**src/rtl/sine_checksum_pkg.sv**
```systemverilog
// Shared types and default parameter values for the sine checksum engine.
package sine_checksum_pkg;

  typedef enum logic [1:0] {
    ST_IDLE,
    ST_STREAM,
    ST_DRAIN,
    ST_COMPARE
  } state_t;

  localparam int DEF_ADDR_W      = 8;
  localparam int DEF_DATA_W      = 8;
  localparam int DEF_RES_W       = 32;
  localparam int DEF_N_SAMPLES   = 256;
  localparam int DEF_ACC_W       = 40;
  localparam int DEF_BRAM_LAT    = 1;
  localparam int DEF_TIMEOUT_CYC = 1024;

endpackage

```
**src/rtl/checksum_valid_delay.sv**
```systemverilog
// Shift register that delays the BRAM enable by LAT cycles so that the phase
// valid lines up with the read data coming back from the BRAM.
module checksum_valid_delay #(
  parameter int LAT = 1
) (
  input  logic CLK100MHZ,
  input  logic reset_in,
  input  logic mem_en,
  output logic phase_valid
);

  logic [LAT-1:0] pipe;

  always_ff @(posedge CLK100MHZ) begin
    if (reset_in) begin
      pipe <= '0;
    end else begin
      pipe[0] <= mem_en;
      for (int i = 1; i < LAT; i++) begin
        pipe[i] <= pipe[i-1];
      end
    end
  end

  assign phase_valid = pipe[LAT-1];

endmodule

```
**src/rtl/sine_checksum_engine.sv**
```systemverilog
// Streams N_SAMPLES phases from BRAM into a CORDIC and sums the sine results.
// Optional DRAIN watchdog enabled by defining CHECKSUM_TIMEOUT_EN.
module sine_checksum_engine
  import sine_checksum_pkg::*;
#(
  parameter int ADDR_W    = DEF_ADDR_W,
  parameter int DATA_W    = DEF_DATA_W,
  parameter int RES_W     = DEF_RES_W,
  parameter int N_SAMPLES = DEF_N_SAMPLES,
  parameter int ACC_W     = DEF_ACC_W,
  parameter int BRAM_LAT  = DEF_BRAM_LAT
`ifdef CHECKSUM_TIMEOUT_EN
  ,
  parameter int TIMEOUT_CYC = DEF_TIMEOUT_CYC
`endif
) (
  input  logic               CLK100MHZ,
  input  logic               reset_in,
  input  logic               start,
  input  logic [ACC_W-1:0]   expected,
  output logic               mem_en,
  output logic [ADDR_W-1:0]  mem_addr,
  input  logic [DATA_W-1:0]  mem_rdata,
  output logic               s_axis_phase_tvalid,
  output logic [DATA_W-1:0]  s_axis_phase_tdata,
  input  logic               m_axis_dout_tvalid,
  input  logic [2*RES_W-1:0] m_axis_dout_tdata,
  output logic               busy,
  output logic               done,
  output logic               success,
  output logic               error,
  output logic [ACC_W-1:0]   sum_out
);

  // One extra bit so the counters can represent N_SAMPLES itself.
  localparam int CNT_W = ADDR_W + 1;
  localparam logic [CNT_W-1:0] N_CNT    = CNT_W'(N_SAMPLES);
  localparam logic [CNT_W-1:0] LAST_IDX = CNT_W'(N_SAMPLES - 1);

  state_t                  state, state_nxt;
  logic [CNT_W-1:0]        addr_cnt, res_cnt;
  logic [ACC_W-1:0]        acc, expected_q;
  logic signed [RES_W-1:0] sine_val;
  logic                    start_ok, res_accept, res_all;
  logic                    timeout_hit, timed_out;

  assign sine_val   = m_axis_dout_tdata[2*RES_W-1:RES_W];
  assign start_ok   = start && (state == ST_IDLE);
  assign res_accept = m_axis_dout_tvalid && (res_cnt < N_CNT) &&
                      ((state == ST_STREAM) || (state == ST_DRAIN));
  assign res_all    = (res_cnt == N_CNT) || (res_accept && (res_cnt == LAST_IDX));

  assign mem_addr           = mem_en ? addr_cnt[ADDR_W-1:0] : '0;
  assign s_axis_phase_tdata = s_axis_phase_tvalid ? mem_rdata : '0;

  checksum_valid_delay #(
    .LAT(BRAM_LAT)
  ) u_valid_delay (
    .CLK100MHZ  (CLK100MHZ),
    .reset_in   (reset_in),
    .mem_en     (mem_en),
    .phase_valid(s_axis_phase_tvalid)
  );

  always_comb begin
    state_nxt = state;
    mem_en    = 1'b0;
    busy      = 1'b1;
    done      = 1'b0;
    case (state)
      ST_IDLE: begin
        busy = 1'b0;
        if (start) state_nxt = ST_STREAM;
      end
      ST_STREAM: begin
        mem_en = 1'b1;
        if (addr_cnt == LAST_IDX) state_nxt = ST_DRAIN;
      end
      ST_DRAIN: begin
        if (res_all || timeout_hit) state_nxt = ST_COMPARE;
      end
      ST_COMPARE: begin
        done      = 1'b1;
        state_nxt = ST_IDLE;
      end
      default: state_nxt = ST_IDLE;
    endcase
  end

  always_ff @(posedge CLK100MHZ) begin
    if (reset_in) begin
      state      <= ST_IDLE;
      addr_cnt   <= '0;
      res_cnt    <= '0;
      acc        <= '0;
      expected_q <= '0;
      sum_out    <= '0;
      success    <= 1'b0;
      error      <= 1'b0;
    end else begin
      state <= state_nxt;
      if (start_ok) begin
        addr_cnt   <= '0;
        res_cnt    <= '0;
        acc        <= '0;
        expected_q <= expected;
        success    <= 1'b0;
        error      <= 1'b0;
      end else begin
        if (mem_en) addr_cnt <= addr_cnt + 1'b1;
        // Sign-extended sine half; wraps modulo 2^ACC_W by construction.
        if (res_accept) begin
          res_cnt <= res_cnt + 1'b1;
          acc     <= acc + ACC_W'(sine_val);
        end
      end
      if (state == ST_COMPARE) begin
        sum_out <= acc;
        success <= (acc == expected_q) && !timed_out;
        error   <= (acc != expected_q) || timed_out;
      end
    end
  end

`ifdef CHECKSUM_TIMEOUT_EN
  localparam int WD_W = $clog2(TIMEOUT_CYC + 1);
  logic [WD_W-1:0] wd_cnt;
  logic            timed_out_q;

  assign timeout_hit = (state == ST_DRAIN) && !res_all &&
                       (wd_cnt == WD_W'(TIMEOUT_CYC - 1));
  assign timed_out   = timed_out_q;

  // Watchdog restarts on every accepted result and only runs while draining.
  always_ff @(posedge CLK100MHZ) begin
    if (reset_in || start_ok) begin
      wd_cnt      <= '0;
      timed_out_q <= 1'b0;
    end else begin
      if ((state != ST_DRAIN) || res_accept) wd_cnt <= '0;
      else                                   wd_cnt <= wd_cnt + 1'b1;
      if (timeout_hit) timed_out_q <= 1'b1;
    end
  end
`else
  assign timeout_hit = 1'b0;
  assign timed_out   = 1'b0;
`endif

endmodule

```
**config.mk**
```make
export PLATFORM = sky130hd
export DESIGN_NAME = sine_checksum_engine
export DESIGN_NICKNAME = d
export VERILOG_FILES = /design/src/rtl/sine_checksum_pkg.sv /design/src/rtl/checksum_valid_delay.sv /design/src/rtl/sine_checksum_engine.sv
export SDC_FILE = /design/constraint.sdc
export NUM_CORES = 1
export LEC_CHECK = 0
export CORE_ASPECT_RATIO = 0.5
export CORE_UTILIZATION = 30
export DETAILED_ROUTE_END_ITERATION = 12
export REMOVE_ABC_BUFFERS = 1
export SLEW_MARGIN = 20
export SYNTH_ARGS = -nofsm -noshare
export SYNTH_HDL_FRONTEND = slang
export SYNTH_SLANG_ARGS = --single-unit
```
**constraint.sdc**
```tcl
create_clock -name CLK100MHZ -period 3 [get_ports CLK100MHZ]
set_clock_uncertainty 0.2 [all_clocks]
set_input_delay 0.3 -clock CLK100MHZ [delete_from_list [all_inputs] [get_ports CLK100MHZ]]
set_output_delay 0.3 -clock CLK100MHZ [all_outputs]
set_load 0.05 [all_outputs]
```
After elaboration in Yosys (flattened, before gate mapping)
Index checks and enable logic that the tools add are counted.

Flip-flop bits (word level): 143. Output and inout bits: 62. Logic and storage cells: 46.

Add/sub/neg operators: 3. Magnitude comparators: 1. Equality and inequality tests: 11. Muxes and demuxes: 12. Reductions and logical operators: 10.

Operators by type and width (count): adder 40 bit (1); equality test 40 bit (1); != test 40 bit (1); adder 9 x 1 -> 9 bit, second input constant (2); equality test 9 x 8 -> 1 bit, second input constant (2); two-way mux 8 bit (2); equality test 9 bit, second input constant (1); less-than comparator 9 bit, second input constant (1); one-hot mux 2 bit (4 select lines) (1); two-way mux 1 bit (6); two-way mux 2 bit (3); equality test 2 bit, second input constant (2); logical AND 1 bit (4); != test 2 bit, second input constant (2); AND reduction 3 bit (1); equality test 2 x 1 -> 1 bit, second input constant (1); zero test 2 bit (1); logical OR 1 bit (2); != test 2 x 1 -> 1 bit, second input constant (1); nonzero test 2 bit (1); OR reduction 2 bit (1).

Logic depth before layout (Yosys ltp)
Gate-level depths: netlist of run 1.

Depth in word-level cells: 7. Mapped depth: 10. Gate-level depth less buffers: 10.

Hierarchy
A second synthesis of run 1 with hierarchy kept.

Cell total of the unflattened synthesis: 999. Area, all modules: 8059.0 um2.

Modules (own cells, without submodules): sine_checksum_engine (times used 1, cells an instance 997, area each 8025.2 um2); checksum_valid_delay (times used 1, cells an instance 2, area each 33.8 um2).

Worst setup path after synthesis of run 1
No wires, ideal clock.

Path type: register to register. Start point: reg acc[0]. End point: reg acc[36]. Library setup time: 0.062 ns. Arrival: 2.370 ns. Setup slack: 0.368 ns. Stages on the path, launching flop included: 11. Path buffers: 0. Clock period less this slack: 2.632 ns. Cell sequence: dfxtp_1 ha_1 fa_1 a21oi_1 o21ai_1 a221oi_2 nor3_1 nor3_2 a21oi_1 or3_1 nand3_1.

Longest elaborated chain between the ends: 1.

RTL lines: start, declared (RTL line sine_checksum_engine.sv:42) `logic [ACC_W-1:0] acc, expected_q;`; start signal, assigned (RTL line sine_checksum_engine.sv:114) `acc <= acc + ACC_W'(sine_val);`; adder 40 bit (RTL line sine_checksum_engine.sv:114).

Every way passes these cells. A chain may end at the register's enable or synchronous reset.

Worst setup path after layout of run 1
Start point: reg acc[9]. End point: reg acc[35].

The elaborated chain is that of the path after synthesis.

==> results of run 1 <==
## timing repair
action | CTS | global route
hold buffers | 0 | 0
setup endpoints to repair | 0 | 9
setup buffers | 0 | 1
resized for setup | 0 | 8
## per-layer routing
metal	GRT usage [%]	share of wire (%)
met4	3.84	0.90
met3	3.60	3.2
met1	25.0	48
met5	0	0
met2	32.6	48
## worst paths after layout
kind / end / slack (ns) / cells past startpoint
min: acc[38] / 0.1 / 4
max reg2reg: acc[35] / 0.15 / 10
max: acc[35] / 0.15 / 10
min reg2reg: expected_q[32] / 0.27 / 2
## cell usage in the layout (no fill, tap or decap), drive strengths merged, types with 4 or more instances in the layout
master / count
a21oi: 113
nor2: 101
dfxtp: 143
clkdlybuf4s50: 144
o211ai: 4
mux2i: 45
nor4: 13
and2: 18
inv: 20
a31oi: 6
buf: 136
a21o: 12
nor3: 9
o21ai: 39
a211oi: 16
nand3: 25
ha: 49
xor2: 57
nand2: 182
clkbuf: 21
and3: 6
xnor2: 21
clkinv: 4
nand4: 17
or3: 10
## registers in the layout (all words and copies together), names as in the netlist
register and flops:
acc 40, expected_q 40, sum_out 40, addr_cnt 9, res_cnt 9, state 2, error 1, success 1
u_valid_delay.phase_valid 1
## final cells by class
class	count	share of cell area, %
Multi-Input combinational cell	786	43.3
Sequential cell	143	25.4
Timing Repair Buffer	280	21.8
Clock buffer	21	3.91
Tap cell	344	3.82
Clock inverter	11	1.18
Inverter	17	0.566
Antenna cell	1	0.0222
## power breakdown
group,switching [mW],internal [mW]
Combinational,1.70,1.24
Sequential,0.201,2.12
Clock,0.891,1.23
Total,2.79,4.59
## kinds of logic after synthesis
logic type,synth area share [%]
xor gates and xnor gates,8.54
muxes,5.63
and+or+nand+nor,21.8
buffers and inverters,3.46
AOI/OAI and AO/OA,16.9
adders and majority gates,7.92
DFF,35.8
## worst max-delay path: cells and delay by family (launching register included)
kind                       cells  cell delay (ns)
buffers and inverters          1             0.17
AOI/OAI and AO/OA              6             1.37
and+or+nand+nor                2             0.31
adders and majority gates      1             0.36
DFF                            1             0.35
## cells in the mapped netlist (10+ instances only)
cell	number
sky130_fd_sc_hd__mux2i_1	45
sky130_fd_sc_hd__nor4_1	12
sky130_fd_sc_hd__nand2_1	182
sky130_fd_sc_hd__inv_1	17
sky130_fd_sc_hd__a21oi_1	110
sky130_fd_sc_hd__xnor2_1	21
sky130_fd_sc_hd__xor2_1	57
sky130_fd_sc_hd__dfxtp_1	143
sky130_fd_sc_hd__nand4_1	17
sky130_fd_sc_hd__a21o_1	12
sky130_fd_sc_hd__or3_1	10
sky130_fd_sc_hd__a211oi_1	14
sky130_fd_sc_hd__ha_1	49
sky130_fd_sc_hd__o21ai_0	32
sky130_fd_sc_hd__and2_1	18
sky130_fd_sc_hd__nor2_1	101
sky130_fd_sc_hd__clkbuf_1	36
sky130_fd_sc_hd__nand3_1	24
## through the flow
stage | std cells | setup TNS (ns) | utilization [%] | area [µm²] | power [mW]
floorplan | 946 | -3.52 | - | 7780 | 3.99
global placement | 1569 | -2.56 | 41.5 | 10700 | 5.23
detailed placement | 1569 | -2.94 | 41.5 | 10700 | 5.28
CTS | 1601 | 0 | 43.8 | 11200 | 7.43
global route | 1602 | 0 | 43.9 | 11300 | 7.82
finish | 1603 | 0 | 43.9 | 11300 | 7.39
==> metrics list, run 1 <==
- The first global-routing pass estimated just over 40000 µm of wire.
* Longest individual stage delay on the worst path: about 0.36 ns
- Worst slack on hold paths: ~0.099 ns
- Worst-path fanout max: 4
- Leakage power total: between 4 and 5 nW
- Number of clock sinks seen by CTS: 143
- After the first detailed-routing iteration, the DRC count stood at roughly 500.
- The share of synthesized area in the top cell type comes to 35.8%.
- Starting density of the core: between 30 and 40%
- Clock buffer count from CTS: 17
- Total DRC errors in the routed layout: 0
* Total Die Area: between 0.02 and 0.03 mm²
* Fraction of the cycle the final worst path needs: approximately 95%
- Critical path arrival: between 2 and 3 ns
* Crit end category: register
- Highest ir drop seen on vdd: roughly 390 µV
* Worst setup slack after layout: ~0.15 ns
* Yosys synthesis warning count: 0
- Across all layers, the routed design uses 7841 vias.
* Hold/Removal Path Class: input pin to register
* TritonCTS clock tree: done
* Number of register bits inferred by synthesis: around 140
- Count of nets left with antenna violations after detail routing: 0
- The die is between 200 and 250 µm wide.
* Filler Cell Count: ~2500
* Die height: between 100 and 150 µm
* Placer's final routability congestion estimate: a little under 0.9
- Overflow after GRT: 0
- The max-slew violation count is 0.
- Final HPWL DP: 19700 µm
- Reg clk slew, reported paths: ~0.07 ns
- Post-place setup slack: -0.253 ns
* Layout cell share with drive strength beyond 1: 14.9%
* Kind of critical path: register to register
- After the last flow step, the layout net total stands at 1411.
* Power per cell area: ~660 mW/mm²
- Average wire per cell in the routed design: 16.0 µm
* Area used by sequential logic in the layout: roughly 0.0029 mm²
* Number of top-level pins: 178
- The number of antenna violations at the first check in global routing is 0.
- The floorplan has 41 rows.
- Derived from the worst setup path, the maximum achievable clock frequency is between 300 and 400 MHz.
- Critical Path Slowest Stage Cell: sky130_fd_sc_hd__ha_1
* Ranking of synthesized cells by area: sky130_fd_sc_hd__dfxtp_1 (36%), sky130_fd_sc_hd__nand2_1 (8.5%), sky130_fd_sc_hd__ha_1 (7.7%)
* Run status: finished clean
* Async SR Flop Fraction: 0%
* Vias in the first global route: slightly below 8000
- Traced cell by cell, the critical path runs through ha_1, nand2_1, a21oi_1, a31oi_1, buf_4, a211o_1, a21oi_2, o21ai_1, and3_1, o31ai_1.
- After synthesis, the mean cell area works out to 8.03 µm².
* Clock latency at the later pin of the worst-skew pair: approximately 0.44 ns
- CP startpoint kind: register
- Final Hold Viols: 0
- Floorplan Core Area: around 0.026 mm²
* Post-Syn Area: roughly 0.0080 mm²
* Yosys cell types: 62
- Flip-flop cell with the highest count after synthesis: sky130_fd_sc_hd__dfxtp_1
- The worst register-to-register path begins at acc[9].
* Number of vias per cell after detailed routing: roughly 5
- Unrepaired setup endpoints after global routing: no
- Pin count of the biggest net entering global routing: 50
- Max transition margin: between 30% and 40%
* Required time of the critical path: 3.14 ns
* Startpoint of the lowest-slack hold path: reset_in
* Final setup violation count: 0
- After technology mapping, the gate count stands at about 1000.
- Cell type with the highest aggregate area in the netlist: sky130_fd_sc_hd__dfxtp_1
* Setup crit start: acc[9]
- First-pass DRT Iterations: 5
- Number of enable-type register cells in the synthesized netlist: 0
- Maximum count of clock buffers along a single path: 2
- At the pin with the least slew margin, the transition time is approximately 1.0 ns.
- The area growth from synthesis to layout is 41.0%.
- Global routing used about a fifth of the available tracks across all layers.
* Footprint of the multi-input gates: roughly 0.0049 mm²
- Subtracting the final worst setup slack from the clock period gives 2.85 ns.
* Aggregate routed wire length: 25700 µm
* Maximum Capacitance Violations: 0
- Input and output buffers added on the ports amount to about 150.
- Level count of the clock H-tree: 4
- In this run the clock root is driven by a sky130_fd_sc_hd__clkbuf_16.
* Part of the Yosys area used for sequential elements: between 30% and 40%
No activity file was read; power rests on OpenSTA's default activity.
==> run 2: changes to the inputs <==
- REMOVE_ABC_BUFFERS: 1 -> unset
==> run 2 against run 1 <==
Effect of this change: register-to-register slack improved by 0.02 ns; final cell count down 0.81%; critical endpoint is now acc[39]; sequential power about the same; routed wire length grew 3.0%; largest cell class unchanged; first-iteration DRC count rose by 4.6%; flip-flop and latch count unchanged.
==> metrics list, run 2 (synthesis results as in run 1) <==
- The reg-to-reg setup timing slack is 0.17 ns (+0.02 ns).
- Number of port buffers: 145 (unchanged)
- Critical path arrival: 3.01 ns (+0.02 ns)
- Clock latency at the later pin of the worst-skew pair: 0.44 ns (about the same)
* First-pass DRT Iterations: 5 (unchanged)
* Family with the most delay on the worst path: simple AND/OR/NAND/NOR gates
- The H-tree depth came to 4 (unchanged).
* TritonCTS clock tree: done
- Crit end category: register
- The biggest cell delay along the critical path was 0.49 ns (+0.13 ns).
- Leading cell type in the layout, fill and taps excluded: sky130_fd_sc_hd__nand2_1
- Number of top-level pins: 178 (unchanged)
- Power per cell area: 652 mW/mm² (-0.51%)
* Filler Cell Count: 2543 (+0.43%)
- The number of nets in the finished design is 1400 (-0.78%).
- The post-detailed-route count of antenna-violating nets came to 0 (unchanged).
- Maximum Capacitance Violations: 0 (unchanged)
* Antenna violations before repair: 0 (unchanged)
- Leakage power total: 4.52 nW (-1.0%)
* First-pass GRT wire length: 42000 µm (+2.4%)
* Setup crit start: m_axis_dout_tdata[32]
- The worst register-to-register path begins at acc[10].
* Run status: finished clean
* Biggest regs: acc (40), expected_q (40), sum_out (40)
- Number of vias per cell after detailed routing: 4.95 (+1.2%)
- Critical Path Stages: 12 (+2)
- The detailed placement HPWL came to 20300 µm (+3.0%).
- Area Growth Syn to Fin: 39.9%
- Hold buffer count at CTS: 0 (unchanged)
* Final number of max-transition violations: 0 (unchanged)
- Total routing resource utilization after global routing: 19.9% (+0.82 points)
- Layout cell share with drive strength beyond 1: 14.3% (-0.58 points)
- The post-route DRC violation count is 0 (unchanged).
- The worst hold path stage count was 4 (unchanged).
- The most critical setup path has its endpoint at acc[39].
* Inst Count DP: 1558 (-0.70%)
* DP Area: 0.0106 mm² (-0.77%)
- The final instance area was 0.0112 mm² (-0.78%).
- For this design, the slowest cell found on the critical path is sky130_fd_sc_hd__clkdlybuf4s50_1.
* Pin count of the biggest net entering global routing: 58 (+16%)
- Fraction of the cycle the final worst path needs: 94.8% (-0.26 points)
- The number of standard cells in the layout, taps in and fillers out is 1590 (-0.81%).
* Required time of the critical path: 3.17 ns (+0.03 ns)
- Overflow after GRT: 0 (unchanged)
- The tree is rooted in a sky130_fd_sc_hd__clkbuf_16.
- The effective utilization at floorplan was 31.1% (unchanged).
* Commonest cells after routing, fill and taps aside: sky130_fd_sc_hd__nand2_1 (182), sky130_fd_sc_hd__clkdlybuf4s50_1 (144), sky130_fd_sc_hd__dfxtp_1 (143)
- Synthesis produced a netlist with a net count of ~1200.
- The floorplan die height came to 117 µm (unchanged).
* Kind of critical path: input pin to register
- The worst supply voltage drop on vdd was 431 µV (+12%).
* Logic depth of the worst register-to-register path: 11 (+1)
* Diodes inserted: 0 (-1)
- The routed wire length is 26500 µm (+3.0%).
* Slew at the pin with the worst max-slew slack: 0.806 ns (-0.232 ns)
- The routability-driven placement congestion ratio was 0.945 (+7.6%).
* Reg clk slew, reported paths: 0.06 ns (about the same)
- Total Die Area: 0.0274 mm² (unchanged)
* Floorplan Core Area: 0.0257 mm² (unchanged)
* Width of the chip: 233 µm (unchanged)
- CP startpoint kind: input pin
- Vias in the first global route: 7662 (-1.7%)
- The worst hold slack after final layout came to 0.0462 ns (-0.0526 ns).
* Unrepaired setup endpoints after global routing: yes
- Reg-to-reg critical path endpoint: acc[25]
- Hold/Removal Path Class: input pin to register
- Minimum clock period after layout: 2.84 ns (-0.00794 ns)
* Maximum count of clock buffers along a single path: 2 (unchanged)
- Cell breakdown of the critical path: clkdlybuf4s50_1, ha_1, buf_4, a211oi_1, nor4_2, nor2_1, a211oi_1, buf_4, nor3_1, or4_1, nand2_1, mux2i_1
* Initial drt markers: 521 (+4.6%)
- The clock buffer count from CTS is 17 (unchanged).
* Standard-cell rows: 41 (unchanged)
- Worst-path fanout max: 3 (-1)
* Combined buffer and inverter count along the critical path: 3 (+2)
- Number of clock sinks seen by CTS: 143 (unchanged)
* Final Hold Viols: 0 (unchanged)
- Max transition margin: 45.8% (+15 points)
* Average wire per cell in the routed design: 16.7 µm (+3.8%)
* Final setup violation count: 0 (unchanged)
* Achievable Freq: 352 MHz (+0.28%)
- Vias post-DR: 7874 (+0.42%)
==> run 2: changes by cell type in the layout (fill, tap and decap cells not counted), moves of 2 or more <==
cell                         previous run  this run
sky130_fd_sc_hd__clkbuf_8               0         4
sky130_fd_sc_hd__clkinvlp_4             2         4
sky130_fd_sc_hd__buf_4                135       124
sky130_fd_sc_hd__clkbuf_1               4         1
sky130_fd_sc_hd__o21ai_1                9         6
sky130_fd_sc_hd__clkinv_2               1         3
sky130_fd_sc_hd__inv_6                  3         1
sky130_fd_sc_hd__clkinv_4               3         0
sky130_fd_sc_hd__o21ai_0               30        32
==> run 2: how the worst min path moves through the flow <==
stage | slack, ns | startpoint | end
after detailed placement | 0.26 | expected_q[23] | expected_q[23]
final | 0.05 | reset_in | acc[39]
after floorplan | 0.24 | expected[10] | expected_q[10]
after CTS | 0.02 | reset_in | acc[39]
after global routing | 0.05 | reset_in | acc[38]
after global placement | 0.25 | expected_q[16] | expected_q[16]
==> run 2: power by group <==
group          switching [mW]  internal (mW)  total (mW)
clock                   0.848           1.22        2.07
combinational            1.71           1.19        2.91
sequential              0.194           2.12        2.32
==> run 2: layout make-up <==
| class | count | area [µm²] | share of cell area, % |
|---|---|---|---|
| clock buffers | 22 | 484 | 4.33 |
| clock inverters | 9 | 83.8 | 0.749 |
| inverters | 17 | 63.8 | 0.570 |
| multi-input cells | 786 | 4880 | 43.7 |
| flip-flops and latches | 143 | 2860 | 25.6 |
| well taps | 344 | 430 | 3.85 |
| repair buffers | 269 | 2380 | 21.3 |
==> run 2: worst reg2reg max path: stages, from the launching register on <==
cell and delay (ns):
sky130_fd_sc_hd__dfxtp_1 0.31, sky130_fd_sc_hd__ha_1 0.38, sky130_fd_sc_hd__nand2_1 0.11, sky130_fd_sc_hd__buf_4 0.16
sky130_fd_sc_hd__a21oi_1 0.15, sky130_fd_sc_hd__buf_4 0.16, sky130_fd_sc_hd__a2111oi_4 0.06, sky130_fd_sc_hd__buf_4 0.17
sky130_fd_sc_hd__a211oi_2 0.30, sky130_fd_sc_hd__nor2b_1 0.14, sky130_fd_sc_hd__or4_1 0.53, sky130_fd_sc_hd__nand3_1 0.11
==> run 2: metal layers <==
metal  wire length [µm]  GRT usage [%]
met1              13100           27.6
met5                  0              0
met2              11700           30.6
met4                539           6.62
met3               1060           4.23
==> run 2: timing repair <==
item	CTS	global route
setup buffers	0	1
hold endpoints to repair	0	0
endpoints found under the setup margin	0	17
resized for setup	0	5
==> run 2: per-stage QoR <==
step / TNS, ns / setup WS (ns) / power (mW) / utilization [%]
floorplan: 0 / 0.368 / 4.06 / -
global placement: -3.23 / -0.289 / 5.18 / 41.2
detailed placement: -3.87 / -0.308 / 5.22 / 41.2
CTS: 0 / 0.0656 / 7.32 / 43.4
global route: -0.0367 / -0.0367 / 7.73 / 43.5
finish: 0 / 0.156 / 7.29 / 43.5
==> run 3: changes to the inputs <==
- CORE_UTILIZATION: 30 -> 64
- DONT_BUFFER_PORTS: unset -> 1
- PLACE_DENSITY: unset -> 0.8
==> run 3 against run 2 <==
Effect of this change: first-iteration DRC count rose by 69%; sequential share of layout area is 4.7 points higher; register-to-register slack worse by 0.07 ns; via count rose by 0.30%; fmax is 2.0% lower; flip-flop and latch count unchanged; utilization rose by 35 points; global-route usage grew 17 points; routed wire length decreased by 4.9%; highest routed layer unchanged.
==> metrics list, run 3 (synthesis results as in run 1) <==
- Run status: finished clean
* Diodes inserted: 0 (unchanged)
- Width of the chip: 160 µm (-31%)
- The global-route wire length before repair is 37400 µm (-11%).
- Required time of the critical path: 3.14 ns (-0.03 ns)
- Area Growth Syn to Fin: 18.2%
- Antenna violations before repair: 0 (unchanged)
- TritonCTS clock tree: done
* Post-Synthesis Net Count: 1162 (unchanged)
- Hold/Removal Path Class: input pin to register
- Final HPWL DP: 15900 µm (-22%)
- The clock buffer count from CTS was 17 (unchanged).
- Clock latency at the later pin of the worst-skew pair: 0.43 ns (about the same)
* Inst Count DP: 1150 (-26%)
- Busiest metal layer after global routing: met2
- Number of top-level pins: 178 (unchanged)
- The total leakage power is 3.81 nW (-16%).
* Crit end category: register
- Root Buffer: sky130_fd_sc_hd__clkbuf_16
- The data arrival time of the worst path came to 3.04 ns (+0.03 ns).
- The met3 usage in global routing came to 10.4% (+6.1 points).
- Logic depth of the worst register-to-register path: 10 (-1)
- Reg clk slew, reported paths: 0.07 ns (about the same)
- The transition time of the tightest slew-check pin came to 1.02 ns (+0.217 ns).
* Initial drt markers: 879 (+69%)
- Final Hold Viols: 0 (unchanged)
- In this run the worst setup path begins at acc[10].
- The area of the die is 0.0130 mm² (-53%).
- Final cell count without fillers: 1226 (-23%)
- The shortest clock period the worst path allows after layout was 2.90 ns (+0.0581 ns).
- Kind of critical path: register to register
* Total DRC errors in the routed layout: 0 (unchanged)
* Critical Path Slowest Stage Cell: sky130_fd_sc_hd__ha_2
- Highest ir drop seen on vdd: 467 µV (+8.4%)
- Placer's final routability congestion estimate: 1.00 (+6.0%)
* Number of port buffers: 0 (-100%)
- The total clock sinks is 143 (unchanged).
- The effective utilization at floorplan is 66.7% (+36 points).
- The power density relative to cell area is 771 mW/mm² (+18%).
- The post-detailed-route count of antenna-violating nets came to 0 (unchanged).
- R2R Path Start: acc[10]
- Fraction of the cycle the final worst path needs: 96.7% (+1.9 points)
- Pin count of the biggest net entering global routing: 88 (+52%)
- The met1 usage in global routing came to 46.9% (+19 points).
- Max transition margin: 31.5% (-14 points)
- In this run the worst setup path terminates at acc[38].
- Overflow after GRT: 0 (unchanged)
- Total routing resource utilization after global routing: 37.4% (+17 points)
- Achievable Freq: 345 MHz (-2.0%)
* Cell breakdown of the critical path: ha_2, nand2_1, nor3_2, a221oi_2, buf_4, o2111a_1, nor2_1, o221ai_2, nor3b_2, mux2i_1
- The floorplan die height was 81.0 µm (-31%).
- The reg-to-reg setup timing slack was 0.1 ns (-0.07 ns).
- Standard-cell rows: 28 (-32%)
- The placeable core region came to 0.0120 mm² (-53%).
- The number of nets in the finished design came to 1214 (-13%).
- The largest fanout on the critical path was 6 (+3).
- In the layout the commonest cells are sky130_fd_sc_hd__nand2_1 (182), sky130_fd_sc_hd__dfxtp_1 (143), sky130_fd_sc_hd__a21oi_1 (107).
- The count of TritonRoute iterations in the first routing pass came to 5 (unchanged).
- CP startpoint kind: register
* Maximum count of clock buffers along a single path: 2 (unchanged)
- The biggest cell delay along the critical path is 0.42 ns (-0.07 ns).
- The H-tree depth came to 4 (unchanged).
* Number of vias per cell after detailed routing: 6.44 (+30%)
- The global routing usage on met2 was 59.8% (+29 points).
- The mean routed wirelength per cell was 20.5 µm (+23%).
* Leading cell type in the layout, fill and taps excluded: sky130_fd_sc_hd__nand2_1
- The setup violation total in the final timing report came to 0 (unchanged).
* Reg-to-reg critical path endpoint: acc[38]
* Maximum Capacitance Violations: 0 (unchanged)
- Vias post-DR: 7898 (+0.30%)
- Aggregate routed wire length: 25200 µm (-4.9%)
- Layout cell share with drive strength beyond 1: 9.52% (-4.8 points)
- Biggest regs: acc (40), expected_q (40), sum_out (40)
* Vias in the first global route: 7250 (-5.4%)
* Final number of max-transition violations: 0 (unchanged)
- The final standard cell utilization of the core is 78.9% (+35 points).
-- run 3: report_power, final --
part,internal [mW],total [mW],switching (mW)
combinational,0.895,2.54,1.64
sequential,2.12,2.38,0.255
clock,1.48,2.38,0.894
-- run 3: layout make-up --
cell class / instances / area [µm²]
multi-input combinational: 786 / 4930
clock inverter: 13 / 210
clock buffer: 19 / 433
fill: 758 / 2530
sequential: 143 / 2860
inverter: 17 / 63.8
timing repair buffer: 83 / 746
tap: 165 / 206
-- run 3: worst min path at each step --
stage / from / to / slack, ns / cells after the start
detailed placement: reset_in / expected_q[15] / 0.18 / 1
finish: m_axis_dout_tdata[63] / acc[39] / 0.02 / 3
CTS: m_axis_dout_tdata[63] / acc[39] / 0.004 / 3
floorplan: expected[10] / expected_q[10] / 0.24 / 2
global placement: reset_in / expected_q[9] / 0.17 / 1
global route: m_axis_dout_tdata[63] / acc[39] / 0.05 / 3
-- run 3: routing by layer --
layer	part of all wire [%]	wire, µm	up-vias
li1	-	-	3571
met1	39	9950	3678
met2	44	11200	523
met3	11	2880	126
met4	4.8	1200	0
met5	0	0	-
-- run 3: worst max-delay path, delay by kind of cell, from the launching register on --
kind                       cells  cell delay [ns]
AOI/OAI and AO/OA              3             0.52
adders and majority gates      1             0.42
buffers and inverters          1             0.18
DFF                            1             0.36
muxes                          1             0.24
and+or+nand+nor                4             0.88
-- run 3: metrics by stage --
step	hold WS (ns)	worst slack, ns	power [mW]	TNS [ns]	instance area, µm²
after floorplan	0.236	0.368	4.06	0	8000
after global placement	0.174	0.185	4.60	0	8300
after detailed placement	0.176	0.128	4.67	0	8300
after CTS	0.00418	0.104	7.08	0	9380
after global routing	0.0529	-0.0328	7.55	-0.0502	9450
final	0.0155	0.0981	7.29	0	9450
-- run 3: timing repair --
| action | in CTS | in global routing |
|---|---|---|
| endpoints found under the hold margin | 88 | 0 |
| endpoints found under the setup margin | 0 | 8 |
| gates resized for setup | 0 | 15 |
| hold buffers | 42 | 0 |
| buffers inserted | 0 | 2 |
